## config.mk

```make
export PLATFORM = sky130hd
export DESIGN_NAME = pipe_fwd_ctl_flat
export DESIGN_NICKNAME = d
export VERILOG_FILES = /design/src/rtl/pipe_fwd_ctl_pkg.sv /design/src/rtl/pipe_fwd_ctl_if.sv /design/src/rtl/pipe_fwd_ctl_dst_stage.sv /design/src/rtl/pipe_fwd_ctl.sv /design/src/flat_wrapper.sv
export SDC_FILE = /design/constraint.sdc
export NUM_CORES = 1
export LEC_CHECK = 0
export CAP_MARGIN = 20
export CORE_ASPECT_RATIO = 1.5
export CORE_UTILIZATION = 34
export DETAILED_ROUTE_END_ITERATION = 6
export PLACE_DENSITY = 0.84
export SYNTH_ARGS = -nofsm -noshare
export SYNTH_HDL_FRONTEND = slang
export SYNTH_SLANG_ARGS = --single-unit
export TNS_END_PERCENT = 5
```

## constraint.sdc

```tcl
create_clock -name clock -period 2.31 [get_ports clock]
set_clock_uncertainty 0.2 [all_clocks]
set_input_delay 0.3465 -clock clock [delete_from_list [all_inputs] [get_ports clock]]
set_output_delay 0.3465 -clock clock [all_outputs]
set_load 0.005 [all_outputs]
```

## src/rtl/pipe_fwd_ctl_pkg.sv

```systemverilog
// Purpose : shared constants and select helper for the ID-stage hazard/forwarding controller.
// Latency : n/a (definitions only).
// Backpressure: n/a.
package pipe_ctl_pkg;

  localparam int RA_W = 5;

  // EXE operand select encodings; A and B share the numeric codes.
  localparam logic [1:0] DEP_REG  = 2'b00;  // register-file operand (ea / eb)
  localparam logic [1:0] DEP_ALT  = 2'b01;  // shift amount (A) or immediate (B)
  localparam logic [1:0] DEP_MALU = 2'b10;  // result of the instruction now in EXE
  localparam logic [1:0] DEP_WDI  = 2'b11;  // write-back data of the instruction now in MEM

  localparam logic [RA_W-1:0] REG_RA = 5'd31;  // jal link register

  // Operand select with priority: alternate source, then the youngest producer
  // (EXE), then the older one (MEM), else the register file.
  function automatic logic [1:0] dep_sel(input logic alt, input logic hit_e, input logic hit_m);
    if (alt)        return DEP_ALT;
    else if (hit_e) return DEP_MALU;
    else if (hit_m) return DEP_WDI;
    else            return DEP_REG;
  endfunction

endpackage

```

## src/rtl/pipe_fwd_ctl_if.sv

```systemverilog
// Purpose : ID-stage decode inputs and hazard/forwarding outputs of pipe_fwd_ctl.
// Latency : n/a (signal bundle); master = decode side, slave = controller.
// Backpressure: stall (combinational) freezes PC and IF/ID; flush squashes ID.
interface pipe_fwd_ctl_if #(
  parameter int RA_W  = 5,
  parameter int DEP_W = 2,
  parameter int CNT_W = 32
);
  logic             id_valid;
  logic [RA_W-1:0]  id_rs;
  logic [RA_W-1:0]  id_rt;
  logic [RA_W-1:0]  id_rn;
  logic             id_use_rs;
  logic             id_use_rt;
  logic             id_wreg;
  logic             id_m2reg;
  logic             id_shift;
  logic             id_aluimm;
  logic             id_jal;
  logic             flush;

  logic             stall;
  logic [DEP_W-1:0] ea_depen;
  logic [DEP_W-1:0] eb_depen;
  logic [RA_W-1:0]  ern;
  logic             ewreg;
  logic             em2reg;
  logic [RA_W-1:0]  mrn;
  logic             mwreg;
  logic             mm2reg;
  logic [CNT_W-1:0] stall_cnt;

  modport master (
    output id_valid, id_rs, id_rt, id_rn, id_use_rs, id_use_rt,
           id_wreg, id_m2reg, id_shift, id_aluimm, id_jal, flush,
    input  stall, ea_depen, eb_depen, ern, ewreg, em2reg,
           mrn, mwreg, mm2reg, stall_cnt
  );

  modport slave (
    input  id_valid, id_rs, id_rt, id_rn, id_use_rs, id_use_rt,
           id_wreg, id_m2reg, id_shift, id_aluimm, id_jal, flush,
    output stall, ea_depen, eb_depen, ern, ewreg, em2reg,
           mrn, mwreg, mm2reg, stall_cnt
  );

endinterface

```

## src/rtl/pipe_fwd_ctl_dst_stage.sv

```systemverilog
// Purpose : one pipeline stage of destination tracking {rn, wreg, m2reg}.
// Latency : 1 cycle; bubble or reset loads rn 0 / wreg 0 / m2reg 0.
// Backpressure: none; loads every clock.
// Ports: clock, reset (sync, active-high), bubble, src_* (next-stage values), rn/wreg/m2reg (registered).
module pipe_dst_stage #(
  parameter int RA_W = 5
) (
  input  logic            clock,
  input  logic            reset,
  input  logic            bubble,
  input  logic [RA_W-1:0] src_rn,
  input  logic            src_wreg,
  input  logic            src_m2reg,
  output logic [RA_W-1:0] rn,
  output logic            wreg,
  output logic            m2reg
);

  always_ff @(posedge clock) begin
    if (reset || bubble) begin
      rn    <= '0;
      wreg  <= 1'b0;
      m2reg <= 1'b0;
    end else begin
      rn    <= src_rn;
      wreg  <= src_wreg;
      m2reg <= src_m2reg;
    end
  end

endmodule

```

## src/rtl/pipe_fwd_ctl.sv

```systemverilog
// Purpose : ID-stage hazard/forwarding controller; registered EXE operand selects and E/M destination tracking.
// Latency : depen/E/M outputs 1 cycle after ID; stall is combinational from ID inputs and E state.
// Backpressure: load-use raises stall for exactly one cycle and bubbles E; flush overrides stall and bubbles E.
// Ports: clock, reset (sync, active-high), fwd (pipe_fwd_ctl_if.slave).
// Option: define STALL_CNT_EN to build a saturating stall-cycle counter; otherwise stall_cnt is tied to 0.
module pipe_fwd_ctl #(
  parameter int RA_W  = 5,
  parameter int DEP_W = 2,
  parameter int CNT_W = 32
) (
  input  logic           clock,
  input  logic           reset,
  pipe_fwd_ctl_if.slave  fwd
);
  import pipe_ctl_pkg::*;

  // Forwarding match against one producer stage; r0 is hard-wired zero so it never matches.
  function automatic logic hit(input logic wr, input logic [RA_W-1:0] prod_rn, input logic [RA_W-1:0] r);
    return wr && (prod_rn != '0) && (prod_rn == r);
  endfunction

  logic [RA_W-1:0]  e_rn;
  logic             e_wreg;
  logic             e_m2reg;
  logic [RA_W-1:0]  m_rn;
  logic             m_wreg;
  logic             m_m2reg;
  logic [RA_W-1:0]  id_dst;
  logic             hit_e_rs;
  logic             hit_e_rt;
  logic             hit_m_rs;
  logic             hit_m_rt;
  logic             stall_w;
  logic             e_bubble;
  logic [DEP_W-1:0] ea_nxt;
  logic [DEP_W-1:0] eb_nxt;
  logic [DEP_W-1:0] ea_q;
  logic [DEP_W-1:0] eb_q;

  assign id_dst = fwd.id_jal ? RA_W'(REG_RA) : fwd.id_rn;

  assign hit_e_rs = hit(e_wreg, e_rn, fwd.id_rs);
  assign hit_e_rt = hit(e_wreg, e_rn, fwd.id_rt);
  assign hit_m_rs = hit(m_wreg, m_rn, fwd.id_rs);
  assign hit_m_rt = hit(m_wreg, m_rn, fwd.id_rt);

  // A load in EXE has no data until MEM completes, so a consumer in ID waits one
  // cycle; it then sees the load in MEM and picks up wdi. Flush squashes the
  // consumer anyway, so it never needs to stall.
  assign stall_w = fwd.id_valid && !fwd.flush && e_m2reg &&
                   ((fwd.id_use_rs && hit_e_rs) || (fwd.id_use_rt && hit_e_rt));

  assign e_bubble = stall_w || fwd.flush || !fwd.id_valid;

  assign ea_nxt = DEP_W'(dep_sel(fwd.id_shift,  hit_e_rs, hit_m_rs));
  assign eb_nxt = DEP_W'(dep_sel(fwd.id_aluimm, hit_e_rt, hit_m_rt));

  always_ff @(posedge clock) begin
    if (reset || e_bubble) begin
      ea_q <= DEP_W'(DEP_REG);
      eb_q <= DEP_W'(DEP_REG);
    end else begin
      ea_q <= ea_nxt;
      eb_q <= eb_nxt;
    end
  end

  pipe_dst_stage #(.RA_W(RA_W)) u_e_stage (
    .clock     (clock),
    .reset     (reset),
    .bubble    (e_bubble),
    .src_rn    (id_dst),
    .src_wreg  (fwd.id_wreg),
    .src_m2reg (fwd.id_m2reg),
    .rn        (e_rn),
    .wreg      (e_wreg),
    .m2reg     (e_m2reg)
  );

  // Bubbles only enter at E; MEM simply follows EXE.
  pipe_dst_stage #(.RA_W(RA_W)) u_m_stage (
    .clock     (clock),
    .reset     (reset),
    .bubble    (1'b0),
    .src_rn    (e_rn),
    .src_wreg  (e_wreg),
    .src_m2reg (e_m2reg),
    .rn        (m_rn),
    .wreg      (m_wreg),
    .m2reg     (m_m2reg)
  );

`ifdef STALL_CNT_EN
  logic [CNT_W-1:0] stall_cnt_q;

  always_ff @(posedge clock) begin
    if (reset) begin
      stall_cnt_q <= '0;
    end else if (stall_w && (stall_cnt_q != '1)) begin
      stall_cnt_q <= stall_cnt_q + CNT_W'(1);
    end
  end

  assign fwd.stall_cnt = stall_cnt_q;
`else
  assign fwd.stall_cnt = '0;
`endif

  assign fwd.stall    = stall_w;
  assign fwd.ea_depen = ea_q;
  assign fwd.eb_depen = eb_q;
  assign fwd.ern      = e_rn;
  assign fwd.ewreg    = e_wreg;
  assign fwd.em2reg   = e_m2reg;
  assign fwd.mrn      = m_rn;
  assign fwd.mwreg    = m_wreg;
  assign fwd.mm2reg   = m_m2reg;

endmodule

```

## src/flat_wrapper.sv

```systemverilog
// flat-port wrapper written by rule: the top's interface ports become plain ports
module pipe_fwd_ctl_flat import pipe_ctl_pkg::*;
#(
  parameter int RA_W  = 5,
  parameter int DEP_W = 2,
  parameter int CNT_W = 32
)
  (clock, reset, fwd_id_valid, fwd_id_rs, fwd_id_rt, fwd_id_rn, fwd_id_use_rs, fwd_id_use_rt, fwd_id_wreg, fwd_id_m2reg, fwd_id_shift, fwd_id_aluimm, fwd_id_jal, fwd_flush, fwd_stall, fwd_ea_depen, fwd_eb_depen, fwd_ern, fwd_ewreg, fwd_em2reg, fwd_mrn, fwd_mwreg, fwd_mm2reg, fwd_stall_cnt);
  pipe_fwd_ctl_if #(.RA_W(RA_W), .DEP_W(DEP_W), .CNT_W(CNT_W)) fwd_i ();
  input  logic clock;
  input  logic reset;
  input wire logic [$bits(fwd_i.id_valid)-1:0] fwd_id_valid;
  input wire logic [$bits(fwd_i.id_rs)-1:0] fwd_id_rs;
  input wire logic [$bits(fwd_i.id_rt)-1:0] fwd_id_rt;
  input wire logic [$bits(fwd_i.id_rn)-1:0] fwd_id_rn;
  input wire logic [$bits(fwd_i.id_use_rs)-1:0] fwd_id_use_rs;
  input wire logic [$bits(fwd_i.id_use_rt)-1:0] fwd_id_use_rt;
  input wire logic [$bits(fwd_i.id_wreg)-1:0] fwd_id_wreg;
  input wire logic [$bits(fwd_i.id_m2reg)-1:0] fwd_id_m2reg;
  input wire logic [$bits(fwd_i.id_shift)-1:0] fwd_id_shift;
  input wire logic [$bits(fwd_i.id_aluimm)-1:0] fwd_id_aluimm;
  input wire logic [$bits(fwd_i.id_jal)-1:0] fwd_id_jal;
  input wire logic [$bits(fwd_i.flush)-1:0] fwd_flush;
  output wire logic [$bits(fwd_i.stall)-1:0] fwd_stall;
  output wire logic [$bits(fwd_i.ea_depen)-1:0] fwd_ea_depen;
  output wire logic [$bits(fwd_i.eb_depen)-1:0] fwd_eb_depen;
  output wire logic [$bits(fwd_i.ern)-1:0] fwd_ern;
  output wire logic [$bits(fwd_i.ewreg)-1:0] fwd_ewreg;
  output wire logic [$bits(fwd_i.em2reg)-1:0] fwd_em2reg;
  output wire logic [$bits(fwd_i.mrn)-1:0] fwd_mrn;
  output wire logic [$bits(fwd_i.mwreg)-1:0] fwd_mwreg;
  output wire logic [$bits(fwd_i.mm2reg)-1:0] fwd_mm2reg;
  output wire logic [$bits(fwd_i.stall_cnt)-1:0] fwd_stall_cnt;
  assign fwd_i.id_valid = fwd_id_valid;
  assign fwd_i.id_rs = fwd_id_rs;
  assign fwd_i.id_rt = fwd_id_rt;
  assign fwd_i.id_rn = fwd_id_rn;
  assign fwd_i.id_use_rs = fwd_id_use_rs;
  assign fwd_i.id_use_rt = fwd_id_use_rt;
  assign fwd_i.id_wreg = fwd_id_wreg;
  assign fwd_i.id_m2reg = fwd_id_m2reg;
  assign fwd_i.id_shift = fwd_id_shift;
  assign fwd_i.id_aluimm = fwd_id_aluimm;
  assign fwd_i.id_jal = fwd_id_jal;
  assign fwd_i.flush = fwd_flush;
  assign fwd_stall = fwd_i.stall;
  assign fwd_ea_depen = fwd_i.ea_depen;
  assign fwd_eb_depen = fwd_i.eb_depen;
  assign fwd_ern = fwd_i.ern;
  assign fwd_ewreg = fwd_i.ewreg;
  assign fwd_em2reg = fwd_i.em2reg;
  assign fwd_mrn = fwd_i.mrn;
  assign fwd_mwreg = fwd_i.mwreg;
  assign fwd_mm2reg = fwd_i.mm2reg;
  assign fwd_stall_cnt = fwd_i.stall_cnt;
  pipe_fwd_ctl #(.RA_W(RA_W), .DEP_W(DEP_W), .CNT_W(CNT_W)) u_core (.clock(clock), .reset(reset), .fwd(fwd_i));
endmodule
```

==> results of run 1 <==
final timing paths:
check	slack (ps)	depth (start not counted)	to
hold / removal	280	1	u_core.u_m_stage.m2reg
setup reg to reg	80	7	u_core.u_e_stage.rn[3]
setup / recovery	60	5	fwd_stall
hold reg to reg	280	1	u_core.u_m_stage.m2reg
report_power, final:
group	switching, W	leakage [nW]	internal [W]
combinational	0.0000561	0.539	0.0000909
sequential	0.00000867	0.147	0.000318
clock	0.000104	0.0288	0.000151
total	0.000169	0.715	0.000560
timing repair:
action                     CTS  global route
pin swaps                    5             5
buffers inserted             1             1
setup endpoints to repair    1             1
gates resized for setup     10             1
hold buffers                 0             0
cloned                       0             0
cells in the mapped netlist (all sizes together) (2+ instances only):
master,number
xnor2,14
and2,4
dfxtp,18
nor2b,9
buf,32
nor2,3
o21a,7
xor2,6
nand3,4
or4,2
nor4,5
state kept, by name, indices dropped and copies added, names as in the netlist:
name / cells
u_core.u_e_stage.rn: 5
u_core.u_m_stage.rn: 5
u_core.fwd.ea_depen: 2
u_core.fwd.eb_depen: 2
u_core.u_e_stage.m2reg: 1
u_core.u_e_stage.wreg: 1
u_core.u_m_stage.m2reg: 1
u_core.u_m_stage.wreg: 1
kinds of logic (layout without fill, tap and decap cells):
group                     after synthesis  in the layout
and+or+nand+nor                        31             31
buffers and inverters                  32             69
other                                   1             32
AOI/OAI and AO/OA                      10             10
xor gates and xnor gates               20             20
DFF                                    18             18
stage by stage:
step	power (W)	area (um^2)
CTS	0.000731	1670
global route	0.000763	1680
finish	0.000730	1680
detailed placement	0.000478	1600
floorplan	0.000425	1200
global placement	0.000476	1600
routing by layer:
metal | global-route usage [%] | vias to the layer above
met4 | 4.63 | 0
met1 | 12.0 | 417
li1 | - | 446
met5 | 0 | -
met2 | 29.1 | 50
met3 | 2.81 | 2
worst reg2reg max path, delay by kind of cell (launching register included):
family,cells,cell delay [ps]
buffers and inverters,2,280
and+or+nand+nor,3,760
AOI/OAI and AO/OA,2,600
DFF,1,340
final cells by class:
| class | instances | area [um^2] | area share [%] |
|---|---|---|---|
| clock buffer | 4 | 55.1 | 3.27 |
| tap | 39 | 48.8 | 2.90 |
| timing repair buffer | 65 | 602 | 35.8 |
| multi-input combinational | 93 | 614 | 36.5 |
| sequential | 18 | 363 | 21.6 |
==> out/qor.txt, run 1 <==
Status: completed
Clk_lat worst skew: 250 ps
Pin count of the biggest net entering global routing: 11
Antenna violations before repair: 0
CTS Buffer Depth: 2
Final cycle utilization of the critical path: 97.5%
Setup TNS: 0 ps
Syn Inst Count: 112
Routability Congestion: 0.753
WP data arrival: 1710 ps
CTS tree: yes
Placed cells: 213
Critical path endpoint category: output port
Met2 Wirelength: 1450 um
Antenna Cells: 0
Static leakage: 0.715 nW
Share of the synthesized area in the top cell type: 33.3%
Worst r2r src: u_core.u_e_stage.rn[0]
Post-DR wirelength/cell: 11.2 um
Fmax: 444 MHz
Final worst slack: 56.8 ps
CTS root buf: clkbuf_8
Pre-CTS WS: -390 ps
Critical Path RT: 1760 ps
Post-Synth Adder-Cell Area: 0%
Post-synthesis compound-gate area fraction: 8.55%
CP Max Fanout: 3
Kind of critical path: reg2out
Maxcap violations: 0
Hold WC Path Type: reg2reg
Yosys top cell by area: dfxtp_1
WP buf/inv: 1
Finished Layout Cells: 219
Fillers: 264
CP top delay family: simple AND/OR/NAND/NOR gates
Area growth, synth to finish: 55.5%
Port buffer count: 44
Final setup vio count: 0
Ports: 77
DR DRC count: 0
Core Box Area: 2970 um^2
Final Hold Fails: 0
Largest family of logic cells by synthesized area: buffers and inverters
DIE AREA: 3420 um^2
Pre-antenna DRT Iters: 2
Max stage delay on crit path: 530 ps
Fraction of layout cells with a size suffix above 1: 19.4%
XOR/XNOR share of the synthesized area: 16.2%
Crit-path cells: or4_4, nor2_4, nor4_4, a22o_1, buf_2
Die Wd: 48.1 um
Vias per cell: 4.18
Power per cell area: 434 nW/um^2
Nets: 207
Vias: 915
HP Start: u_core.u_e_stage.m2reg
Total grt overflow: 0
Fin util: 56.6%
Detailed Route Iter0 Violations: 4
Htree depth: 1
Ys async rst share: 0%
Min Hold Slack: 281 ps
Antenna viol nets, final: 0
First-pass GRT wire length: 3490 um
Highest metal used: met4
Final wirelength: 2440 um
Crit path from: u_core.u_e_stage.rn[0]
Main flop type after synthesis: dfxtp_1
Mux cell area share after synthesis: 0%
Reg clk slew, reported paths: 70 ps
Min cycle time layout: 2250 ps
Initial Utilization: 36.4%
CP max-delay cell: or4_4
Syn Area/Cell: 9.66 um^2
Met1 Wirelength: 822 um
Vias in the first global route: 856
GRT Total Usage: 14.3%
Most frequent cells in the layout: clkdlybuf4s50_1, conb_1, buf_4, dfxtp_1, xnor2_1
Post-synth EDFFs: 0
Placed wire-length estimate: 2010 um
Die height: 71.1 um
Worst vdd ir: 0.000239 V
Synth area leaders: dfxtp_1, buf_4, xnor2_1
Commonest non-fill, non-tap cell in the layout: clkdlybuf4s50_1
Worst Setup Start Kind: flop
Post-synthesis cell type count: 22
Total CTS buffers: 3
Syn Std Cell Area: 1080 um^2
Met3 Wirelength: 162 um
FF+latch count, synth: 18
Final Max Slew Viols: 0
Synth warn: 0
Row cnt: 24
TritonCTS Sinks: 18
Post-synthesis simple-gate area fraction: 19.4%
Sequential area share after synthesis: 33.3%
Power figures use the tool's default switching activity.
==> inputs of run 2 (changes only) <==
--- a/config.mk
+++ b/config.mk
@@ -10,6 +10,7 @@
 export CORE_UTILIZATION = 34
 export DETAILED_ROUTE_END_ITERATION = 6
 export PLACE_DENSITY = 0.84
+export SLEW_MARGIN = 20
 export SYNTH_ARGS = -nofsm -noshare
 export SYNTH_HDL_FRONTEND = slang
 export SYNTH_SLANG_ARGS = --single-unit
==> results of run 2 <==
The final DEF is identical to that of run 1; final timing and power are the same.
==> inputs of run 3 (changes only) <==
--- a/config.mk
+++ b/config.mk
@@ -8,8 +8,10 @@
 export CAP_MARGIN = 20
 export CORE_ASPECT_RATIO = 1.5
 export CORE_UTILIZATION = 34
+export CTS_CLUSTER_DIAMETER = 60
 export DETAILED_ROUTE_END_ITERATION = 6
 export PLACE_DENSITY = 0.84
+export SKIP_CTS_REPAIR_TIMING = 1
 export SLEW_MARGIN = 20
 export SYNTH_ARGS = -nofsm -noshare
 export SYNTH_HDL_FRONTEND = slang
==> run 3 against run 2 <==
Against the previous run: combinational power about the same; routed wire length down 2.4%; clock-buffer cell count unchanged; critical endpoint unchanged.
==> out/qor.txt, run 3 (synthesis results as in run 1) <==
Setup TNS: 0 ps
Routability Congestion: 0.753
CP max-delay cell: or4_4
Fraction of layout cells with a size suffix above 1: 17.4%
Final Hold Fails: 0
Worst Setup Start Kind: flop
Vias per cell: 4.10
Area growth, synth to finish: 54.3%
GRT met3 Usage: 2.81%
CP top delay family: simple AND/OR/NAND/NOR gates
Final setup vio count: 0
Row cnt: 24
Finished Layout Cells: 217
Initial Utilization: 36.4%
GRT Total Usage: 14.0%
CTS tree: yes
CP Max Fanout: 3
DR DRC count: 0
Clk_lat worst skew: 250 ps
Most frequent cells in the layout: clkdlybuf4s50_1, conb_1, buf_4, dfxtp_1, xnor2_1
Critical Path RT: 1760 ps
Ports: 77
Pre-antenna DRT Iters: 4
Core Box Area: 2970 um^2
Power per cell area: 434 nW/um^2
Reg clk slew, reported paths: 70 ps
Die height: 71.1 um
Placed inst area: 1600 um^2
Global routing usage on met2: 28.2%
Antenna viol nets, final: 0
Fin area: 1670 um^2
Kind of critical path: reg2out
Static leakage: 0.721 nW
Antenna violations before repair: 0
Largest regs: u_core.u_e_stage.rn (5), u_core.u_m_stage.rn (5)
First-pass GRT wire length: 3420 um
Maxcap violations: 0
Final cycle utilization of the critical path: 97.2%
DIE AREA: 3420 um^2
Nets: 205
Grt met1 use: 12.0%
Crit-path cells: or4_4, nor2_4, nor4_4, a22o_1, clkbuf_2
Die Wd: 48.1 um
Fin util: 56.2%
Detailed Route Iter0 Violations: 6
Pre-CTS WS: -390 ps
Vias in the first global route: 843
Fillers: 257
Final worst slack: 65.1 ps
Gr busiest metal: met2
Hold WC Path Type: reg2reg
CTS root buf: clkbuf_8
Final Max Slew Viols: 0
Antenna Cells: 0
Status: completed
Unrepaired setup endpoints after global routing: no
Htree depth: 1
Min cycle time layout: 2240 ps
WP data arrival: 1700 ps
Total CTS buffers: 3
Commonest non-fill, non-tap cell in the layout: clkdlybuf4s50_1
Pin count of the biggest net entering global routing: 11
Placed cells: 213
Vias: 889
Fmax: 445 MHz
Port buffer count: 44
Critical path endpoint category: output port
Placed wire-length estimate: 2010 um
WP buf/inv: 1
Max stage delay on crit path: 550 ps
Total grt overflow: 0
Post-DR wirelength/cell: 11.0 um
Final wirelength: 2380 um
CTS Buffer Depth: 2
TritonCTS Sinks: 18
Worst vdd ir: 0.000220 V
run 3: changes by cell type in the layout (fill, tap and decap cells not counted), sizes merged:
cell | previous run | this run
clkbuf | 4 | 5
dlygate4sd2 | 3 | 0
dlymetal6s2s | 0 | 3
buf | 22 | 19
run 3: worst paths after layout:
path                                from                endpoint  slack, ps  cells after the start
setup / recovery  u_core.u_e_stage.rn[0]               fwd_stall         70                      5
hold / removal    u_core.u_e_stage.m2reg  u_core.u_m_stage.m2reg        280                      1
setup reg to reg  u_core.u_e_stage.rn[0]  u_core.u_e_stage.rn[0]        170                      6
hold reg to reg   u_core.u_e_stage.m2reg  u_core.u_m_stage.m2reg        280                      1
run 3: layer usage:
metal,up-vias,part of all wire (%),routed length [um]
li1,441,-,-
met1,394,35,843
met2,52,57,1360
met3,2,7.0,167
met4,0,0.42,10
met5,-,0,0
run 3: power by group:
group / switching, W / leakage [nW] / internal, W
sequential: 0.00000887 / 0.147 / 0.000318
clock: 0.000101 / 0.0288 / 0.000151
combinational: 0.0000551 / 0.545 / 0.0000904
run 3: area by class of cell:
class | count | area (um^2) | area share [%]
tap | 39 | 48.8 | 2.92
multi-input combinational | 93 | 607 | 36.3
clock buffer | 4 | 55.1 | 3.30
sequential | 18 | 362 | 21.6
timing repair buffer | 63 | 598 | 35.8
run 3: stage by stage:
| step | power [W] | hold WS, ps |
|---|---|---|
| 6_report | 0.000725 | 281 |
| 5_1_grt | 0.000762 | 303 |
| 4_1_cts | 0.000729 | 285 |
| 3_5_place_dp | 0.000478 | 273 |
| 3_3_place_gp | 0.000476 | 275 |
| 2_1_floorplan | 0.000425 | 218 |
